--- src/rtl/seg7_pkg.sv ---
// Shared constants, types and helpers for the seven-segment display blocks.
// Every segment and anode pattern here is active-low.
package seg7_pkg;

  localparam logic [6:0] SEG_BLANK = 7'h7F;
  localparam logic [3:0] AN_OFF    = 4'hF;

  // Bit order inside each pattern is seg[6:0] = {g,f,e,d,c,b,a}. Entry 0 is the rightmost element.
  localparam logic [15:0][6:0] HEX_SEG = {
    7'h0E, 7'h06, 7'h21, 7'h46,   // F E d C
    7'h03, 7'h08, 7'h10, 7'h00,   // b A 9 8
    7'h78, 7'h02, 7'h12, 7'h19,   // 7 6 5 4
    7'h30, 7'h24, 7'h79, 7'h40    // 3 2 1 0
  };

  typedef struct packed {
    logic [15:0] digits;
    logic [3:0]  dp;
    logic [3:0]  blank;
  } disp_t;

  function automatic int slot_cnt_width(input int div);
    return (div <= 2) ? 1 : $clog2(div);
  endfunction

endpackage

--- src/rtl/hex_to_seg7.sv ---
// Purely combinational hex nibble to active-low seven-segment decoder.
// Other display blocks reuse it.
module hex_to_seg7
  import seg7_pkg::*;
(
  input  logic [3:0] hex,
  output logic [6:0] seg
);

  assign seg = HEX_SEG[hex];

endmodule

--- src/rtl/seg7_scan_driver.sv ---
// Time-multiplexed 4-digit common-anode display driver. A dark guard interval opens every slot.
// New content is staged in a pending register and swapped in only at frame boundaries.
module seg7_scan_driver
  import seg7_pkg::*;
#(
  parameter int REFRESH_DIV  = 100_000,
  parameter int GUARD_CYCLES = 1_000
) (
  input  logic        clk,
  input  logic        reset,
  input  logic [15:0] digits_in,
  input  logic [3:0]  dp_in,
  input  logic [3:0]  blank_in,
  input  logic        load,
  output logic [6:0]  seg,
  output logic        dp,
  output logic [3:0]  an,
  output logic        frame_start
);

  localparam int              CW        = slot_cnt_width(REFRESH_DIV);
  localparam logic [CW-1:0]   SLOT_LAST = CW'(REFRESH_DIV - 1);
  localparam logic [CW-1:0]   GUARD_END = CW'(GUARD_CYCLES);

  logic [CW-1:0] slot_cnt;
  logic [1:0]    digit_idx;
  disp_t         pending_q;
  disp_t         active_q;
  disp_t         load_data;
  logic          pending_valid;
  logic          slot_wrap;
  logic          boundary;
  logic [3:0]    cur_nibble;
  logic [6:0]    cur_seg;
  logic [6:0]    seg_d;
  logic [3:0]    an_d;
  logic          dp_d;

  assign slot_wrap  = (slot_cnt == SLOT_LAST);
  assign boundary   = slot_wrap && (digit_idx == 2'd3);
  assign cur_nibble = active_q.digits[{digit_idx, 2'b00} +: 4];

  always_comb begin
    load_data        = '0;
    load_data.digits = digits_in;
    load_data.dp     = dp_in;
    load_data.blank  = blank_in;
  end

  hex_to_seg7 u_dec (
    .hex (cur_nibble),
    .seg (cur_seg)
  );

  // Scan position: slot_cnt runs through one slot, and digit_idx advances when a slot wraps.
  always_ff @(posedge clk or posedge reset) begin
    if (reset) begin
      slot_cnt  <= '0;
      digit_idx <= '0;
    end else if (slot_wrap) begin
      slot_cnt  <= '0;
      digit_idx <= digit_idx + 2'd1;
    end else begin
      slot_cnt  <= slot_cnt + CW'(1);
    end
  end

  // load is a fire-and-forget strobe with no ready signal. Each edge with load=1 overwrites
  // pending unconditionally, so the last load wins. A load on the boundary edge replaces
  // pending while active takes the previous pending value.
  always_ff @(posedge clk or posedge reset) begin
    if (reset) begin
      pending_q     <= '0;
      pending_valid <= 1'b0;
      active_q      <= '{digits: 16'h0000, dp: 4'h0, blank: 4'hF};
      frame_start   <= 1'b0;
    end else begin
      frame_start <= boundary;
      if (boundary && pending_valid)
        active_q <= pending_q;
      if (load) begin
        pending_q     <= load_data;
        pending_valid <= 1'b1;
      end else if (boundary) begin
        pending_valid <= 1'b0;
      end
    end
  end

  // The guard interval at the start of each slot means an anode always returns to AN_OFF
  // before the next anode is enabled.
  always_comb begin
    seg_d = SEG_BLANK;
    an_d  = AN_OFF;
    dp_d  = 1'b1;
    if ((slot_cnt >= GUARD_END) && !active_q.blank[digit_idx]) begin
      an_d  = ~(4'b0001 << digit_idx);
      seg_d = cur_seg;
      dp_d  = ~active_q.dp[digit_idx];
    end
  end

  always_ff @(posedge clk or posedge reset) begin
    if (reset) begin
      seg <= SEG_BLANK;
      an  <= AN_OFF;
      dp  <= 1'b1;
    end else begin
      seg <= seg_d;
      an  <= an_d;
      dp  <= dp_d;
    end
  end

endmodule

--- config.mk ---
export PLATFORM = sky130hd
export DESIGN_NAME = seg7_scan_driver
export DESIGN_NICKNAME = d
export VERILOG_FILES = /design/src/rtl/seg7_pkg.sv /design/src/rtl/hex_to_seg7.sv /design/src/rtl/seg7_scan_driver.sv
export SDC_FILE = /design/constraint.sdc
export NUM_CORES = 1
export LEC_CHECK = 0
export BUFFER_PORTS_ARGS = -buffer_cell sky130_fd_sc_hd__buf_4
export CAP_MARGIN = 20
export CORE_MARGIN = 2
export CORE_UTILIZATION = 34
export DETAILED_ROUTE_END_ITERATION = 10
export GPL_ROUTABILITY_DRIVEN = 0
export PLACE_DENSITY_LB_ADDON = 0.08
export SLEW_MARGIN = 10
export SYNTH_ARGS = -nofsm -noshare
export SYNTH_HDL_FRONTEND = slang
export SYNTH_SLANG_ARGS = --single-unit
--- constraint.sdc ---
create_clock -name clk -period 2.9 [get_ports clk]
set_input_delay 0.58 -clock clk [delete_from_list [all_inputs] [get_ports clk]]
set_output_delay 0.58 -clock clk [all_outputs]
set_load 0.02 [all_outputs]
Yosys cells after proc, flatten, opt, wreduce, memory -nomap -nowiden
Memory sizes are Yosys's and may differ from the RTL's.
Index checks and enable logic that the tools add are counted.

storage, ports and cells
  input bits = 27
  output and inout port bits = 13
  memories = 1
  bits in read-only memories = 112
  word-level logic and storage cells = 41
  bits in registers = 81

operators by class
  reductions and logical operators = 5
  shift operators = 2
  multiplexer cells = 11
  equality and inequality tests = 2
  $lt $le $gt $ge = 3
  add/sub/neg operators = 2
  bitwise logic cells = 2

memories
  name              depth  bits a word  read ports  clocked after memory_dff  wr ports  line               text
  (name not given)  16     7            1           0                         0         hex_to_seg7.sv:10  assign seg = HEX_SEG[hex];

operators with widths
  operator                 count
  $add A17 B1 Y17 const B  1
  $eq A17 B17 Y1 const B   1
  $ge A17 B10 Y1 const B   1
  $mux W17                 1
  $shiftx A16 B5 Y4        1
  $mux W7                  2
  $lt A4 B5 Y1 const B     1
  $mux W1                  5
  $bmux W1 S2              2
  $mux W4                  1
  $not A4 Y4               1
  $shl A1 B2 Y4 const A    1
  $logic_and A1 B1 Y1      3
  $lt A2 B3 Y1 const B     1
  $add A2 B1 Y2 const B    1
  $eq A2 B2 Y1 const B     1
  $reduce_bool A2 Y1       1
  $logic_not A1 Y1         1
  $not A1 Y1               1

Logic depth before layout (Yosys ltp)
  depth after elaboration = 5
  mapped depth = 8

Hierarchy
Synthesis repeated with hierarchy kept, for this count alone.

second synthesis, totals
  cells, all modules = 266
  area, all modules = 3,711.1 um2

by module, submodules not included
  module            area each (um2)  cells each  instances  sequential area each (um2)
  seg7_scan_driver  3,458.3          235         1          2,047.0
  hex_to_seg7       252.7            31          1          0.0

Least setup slack after synthesis
No wires, ideal clock.

  path kind = flip-flop to flip-flop
  start = register slot_cnt[0]
  end = register active_q[10] (netlist bit)
  data arrival time = 1.807 ns
  data required time = 2.773 ns
  cell stages (with the launch flop) = 8
  setup slack = 0.966 ns
  library setup time = 0.127 ns
  clock period less this slack = 1.934 ns
  cells stage by stage = dfrtp_1 ha_1 and4_2 and4_4 and3_1 buf_4 buf_6 mux2_1

on the way
  cells in the longest elaborated chain, start to end = 3

ends and longest elaborated chain
  element                   line                    text
  start: declaration        seg7_scan_driver.sv:25  logic [CW-1:0] slot_cnt;
  start signal: assignment  seg7_scan_driver.sv:64  slot_cnt <= slot_cnt + CW'(1);
  $eq A17 B17 Y1            seg7_scan_driver.sv:39  assign slot_wrap = (slot_cnt == SLOT_LAST);
  $logic_and A1 B1 Y1       seg7_scan_driver.sv:40  assign boundary = slot_wrap && (digit_idx == 2'd3);
  $logic_and A1 B1 Y1       seg7_scan_driver.sv:79  if (boundary && pending_valid)
  end signal: assignment    seg7_scan_driver.sv:75  active_q <= '{digits: 16'h0000, dp: 4'h0, blank: 4'hF};
  end signal: assignment    seg7_scan_driver.sv:80  active_q <= pending_q;
  end: declaration          seg7_scan_driver.sv:28  disp_t active_q;

No other way between the ends.
A chain may end at the register's enable or synchronous reset.

Worst setup path in the final report
  start = register slot_cnt[0]
  end = register active_q[9] (netlist bit)

Same word-level chain as after synthesis.

==> impl_metrics.py <==
metrics = {
    "clock_network": {
        "clk_path_buf_depth": 2,
        "cts_root_buffer": "clkbuf_8",
        "clkLatencyLatePin_ps": 360,
        "clkTransAtPathRegs_ps": 90,
        "numClockSinks": 81,
        "post_cts_resize_count": 0,
        "cts_buffers": 9,
        "ctsHoldBuffers": 0,
        "cts_tree": "yes",
        "htreeDepth": 3,
        "postCtsSetupRepairBufs": 0,
    },
    "detailed_routing": {
        "wl_per_cell_um": 14.66,
        "routed_via_density": 4.740,
        "vias": 2152,
        "drcViolationCount": 0,
        "first_iter_violations": 55,
        "drt_first_pass_iters": 4,
        "postRouteAntennaNets": 0,
        "wirelength_um": 6656,
    },
    "sta": {
        "rsz0062_at_grt": "false",
        "fin_crit_ps": 2232,
        "final-hold-violation-count": 0,
        "setup_viol": 0,
        "postLayoutSetupSlackWorst_ps": 668.4,
        "min_period_over_period_pct": 76.95,
        "finClkSkew_ps": 10.29,
        "tightest_slew_ps": 705.7,
        "drv_slew": 0,
        "fin_setup_tns_ps": 0,
        "fmax_mhz": 448.1,
        "relSlewSlack_pct": 52.90,
    },
    "floorplan": {
        "rows": 37,
        "io-pin-count": 40,
        "start_util_pct": 35.29,
        "die_h_um": 108.0,
        "die_w_um": 108.0,
        "core-area_sq_um": 10420,
        "die_area_sq_um": 11660,
    },
    "placement": {
        "place_hpwl_um": 4561,
        "pre_cts_ws_ps": 649.2,
        "io_buffer_count": 39,
        "dp_cells": 438,
    },
    "power": {
        "p_leak_nw": 1.944,
        "p_per_area_nw_per_um2": 522.9,
        "peakVddDrop_v": 0.0002066,
    },
    "worst_setup_path": {
        "reg2reg_from": "slot_cnt[0]",
        "crit_path_cell_trace": "ha_1, and4_2, and4_4, and3_1, buf_4, mux2_1",
        "max_stage_delay_ps": 410,
        "critPathRequiredTime_ps": 3150,
        "startpoint_type": "flop",
        "cp-end-kind": "flop",
        "critPathKind": "reg2reg",
        "reg2reg_slack_ps": 670,
        "worstPathArrival_ps": 2480,
        "crit_slowest_cell": "dfrtp_1",
        "worstPathMaxFanout": 24,
        "reg2reg_depth": 6,
        "r2r-end": "active_q[9]",
    },
    "final_layout": {
        "drive_gt1_share_pct": 37.11,
        "final_nets": 352,
        "diodes": 0,
        "instances_no_fill": 454,
        "syn2layout_area_growth_pct": 18.52,
    },
    "logic_synthesis": {
        "synth_area_leaders": "dfrtp_1 (44%), dfstp_2 (11%), mux2_2 (8.6%)",
        "synth_top_area_share_pct": 44.25,
        "synth-edff-count": 0,
        "syn_avg_cell_area_sq_um": 13.56,
        "ys_seq_elements": 81,
        "synth_top_area_cell": "dfrtp_1",
        "synth_top_cells_by_count": "dfrtp_1 (65), mux2_2 (28), mux2_1 (24), dfstp_2 (16), nand2_1 (16)",
        "yosysSeqAreaShare_pct": 55.68,
        "syn_inst": 271,
        "synthFlopType": "dfrtp_1",
        "syn_nets": 310,
        "yosys_warnings": 0,
        "synthArstFlopShare_pct": 100.0,
        "yosysMostFrequentCell": "dfrtp_1",
        "yosysUniqueCellTypes": 45,
        "synth_area_sq_um": 3676,
    },
    "global_route": {
        "grt_max_degree": 43,
        "grt_overflow": 0,
        "grt_pass1_wl_um": 11630,
        "first_global_vias": 2297,
        "antenna_found_initial": 0,
        "grtUsageTotal_pct": 13.23,
    },
    "run_status": {
        "status": "completed",
    },
    "hold_path": {
        "min_path_type": "in2async",
    },
    "run": {
        "cap_violations": 0,
    },
}
## cell usage in the layout, fill, tap and decap left out, types with 3 or more instances in the layout
master	count
a21oi_1	3
buf_4	42
bufinv_16	3
clkbuf_8	9
dfrtp_1	65
dfstp_2	16
ha_1	12
inv_1	10
mux2_1	24
mux2_2	28
mux4_2	7
nand2_1	16
nand3_1	7
nand4_1	4
nor2_1	11
o211ai_1	5
o21ai_0	3
xnor2_1	7
xor2_1	9
## report_power, final
part	internal [mW]	switching [mW]	leakage, nW
registers	1.16	0.0181	1.00
clock network	0.571	0.431	0.115
logic	0.0544	0.0398	0.827
## registers in the layout, indices dropped and copies added, names as in the netlist
signal         cells
slot_cnt          17
frame_start        1
pending_q         24
active_q          24
digit_idx          2
dp                 1
seg                7
pending_valid      1
an                 4
## final cells by class
type                            count  area (sq um)
Sequential cell                    81          2047
Tap cell                          136         170.2
Multi-Input combinational cell    167          1519
Fill cell                        1012          6060
Timing Repair Buffer               43         335.3
Clock inverter                      7         118.9
Inverter                           11         42.54
Clock buffer                        9         123.9
## worst max-delay path, delay by kind of cell, from the launching register on
| family | cells | cell delay, ps |
|---|---|---|
| adder cells (fa/ha/maj) | 1 | 240 |
| AND/OR/NAND/NOR | 3 | 800 |
| multiplexers | 1 | 360 |
| flip-flops | 1 | 410 |
| buffers and inverters | 1 | 300 |
## kinds of logic after synthesis
logic type | count (synthesis) | share of synthesized area [%]
flops | 81 | 55.68
simple gates | 60 | 9.292
compound gates | 18 | 3.370
fa+ha+maj | 12 | 4.084
buf+inv | 23 | 2.995
xor+xnor | 16 | 3.812
mux | 61 | 20.76
## metal layers
metal / GRT usage (%) / vias up / routed length, um / part of all wire, %
li1: - / 1045 / - / -
met1: 18.32 / 1057 / 3451 / 52
met2: 18.64 / 38 / 2832 / 43
met3: 3.074 / 12 / 221 / 3.3
met4: 8.333 / 0 / 150 / 2.3
met5: 0 / - / 0 / 0
## through the flow
step	power (mW)	utilization, %	area [sq um]	hold WS (ps)
finish	2.278	41.83	4357	310.6
global route	2.388	41.83	4357	349.9
CTS	2.326	41.83	4357	324.7
detailed placement	1.303	39.50	4114	461.0
global placement	1.299	39.50	4114	460.6
floorplan	1.252	-	3676	441.9
## how the worst max path moves through the flow
stage / from / endpoint / slack, ps / cells past startpoint
after floorplan: reset / active_q[10] / 270 / 1
after global placement: slot_cnt[0] / active_q[13] / 680 / 6
after detailed placement: slot_cnt[0] / active_q[9] / 650 / 6
after CTS: slot_cnt[0] / active_q[9] / 640 / 6
after global routing: slot_cnt[0] / active_q[7] / 480 / 6
final: slot_cnt[0] / active_q[9] / 670 / 6
No activity file was read; power rests on OpenSTA's default activity.
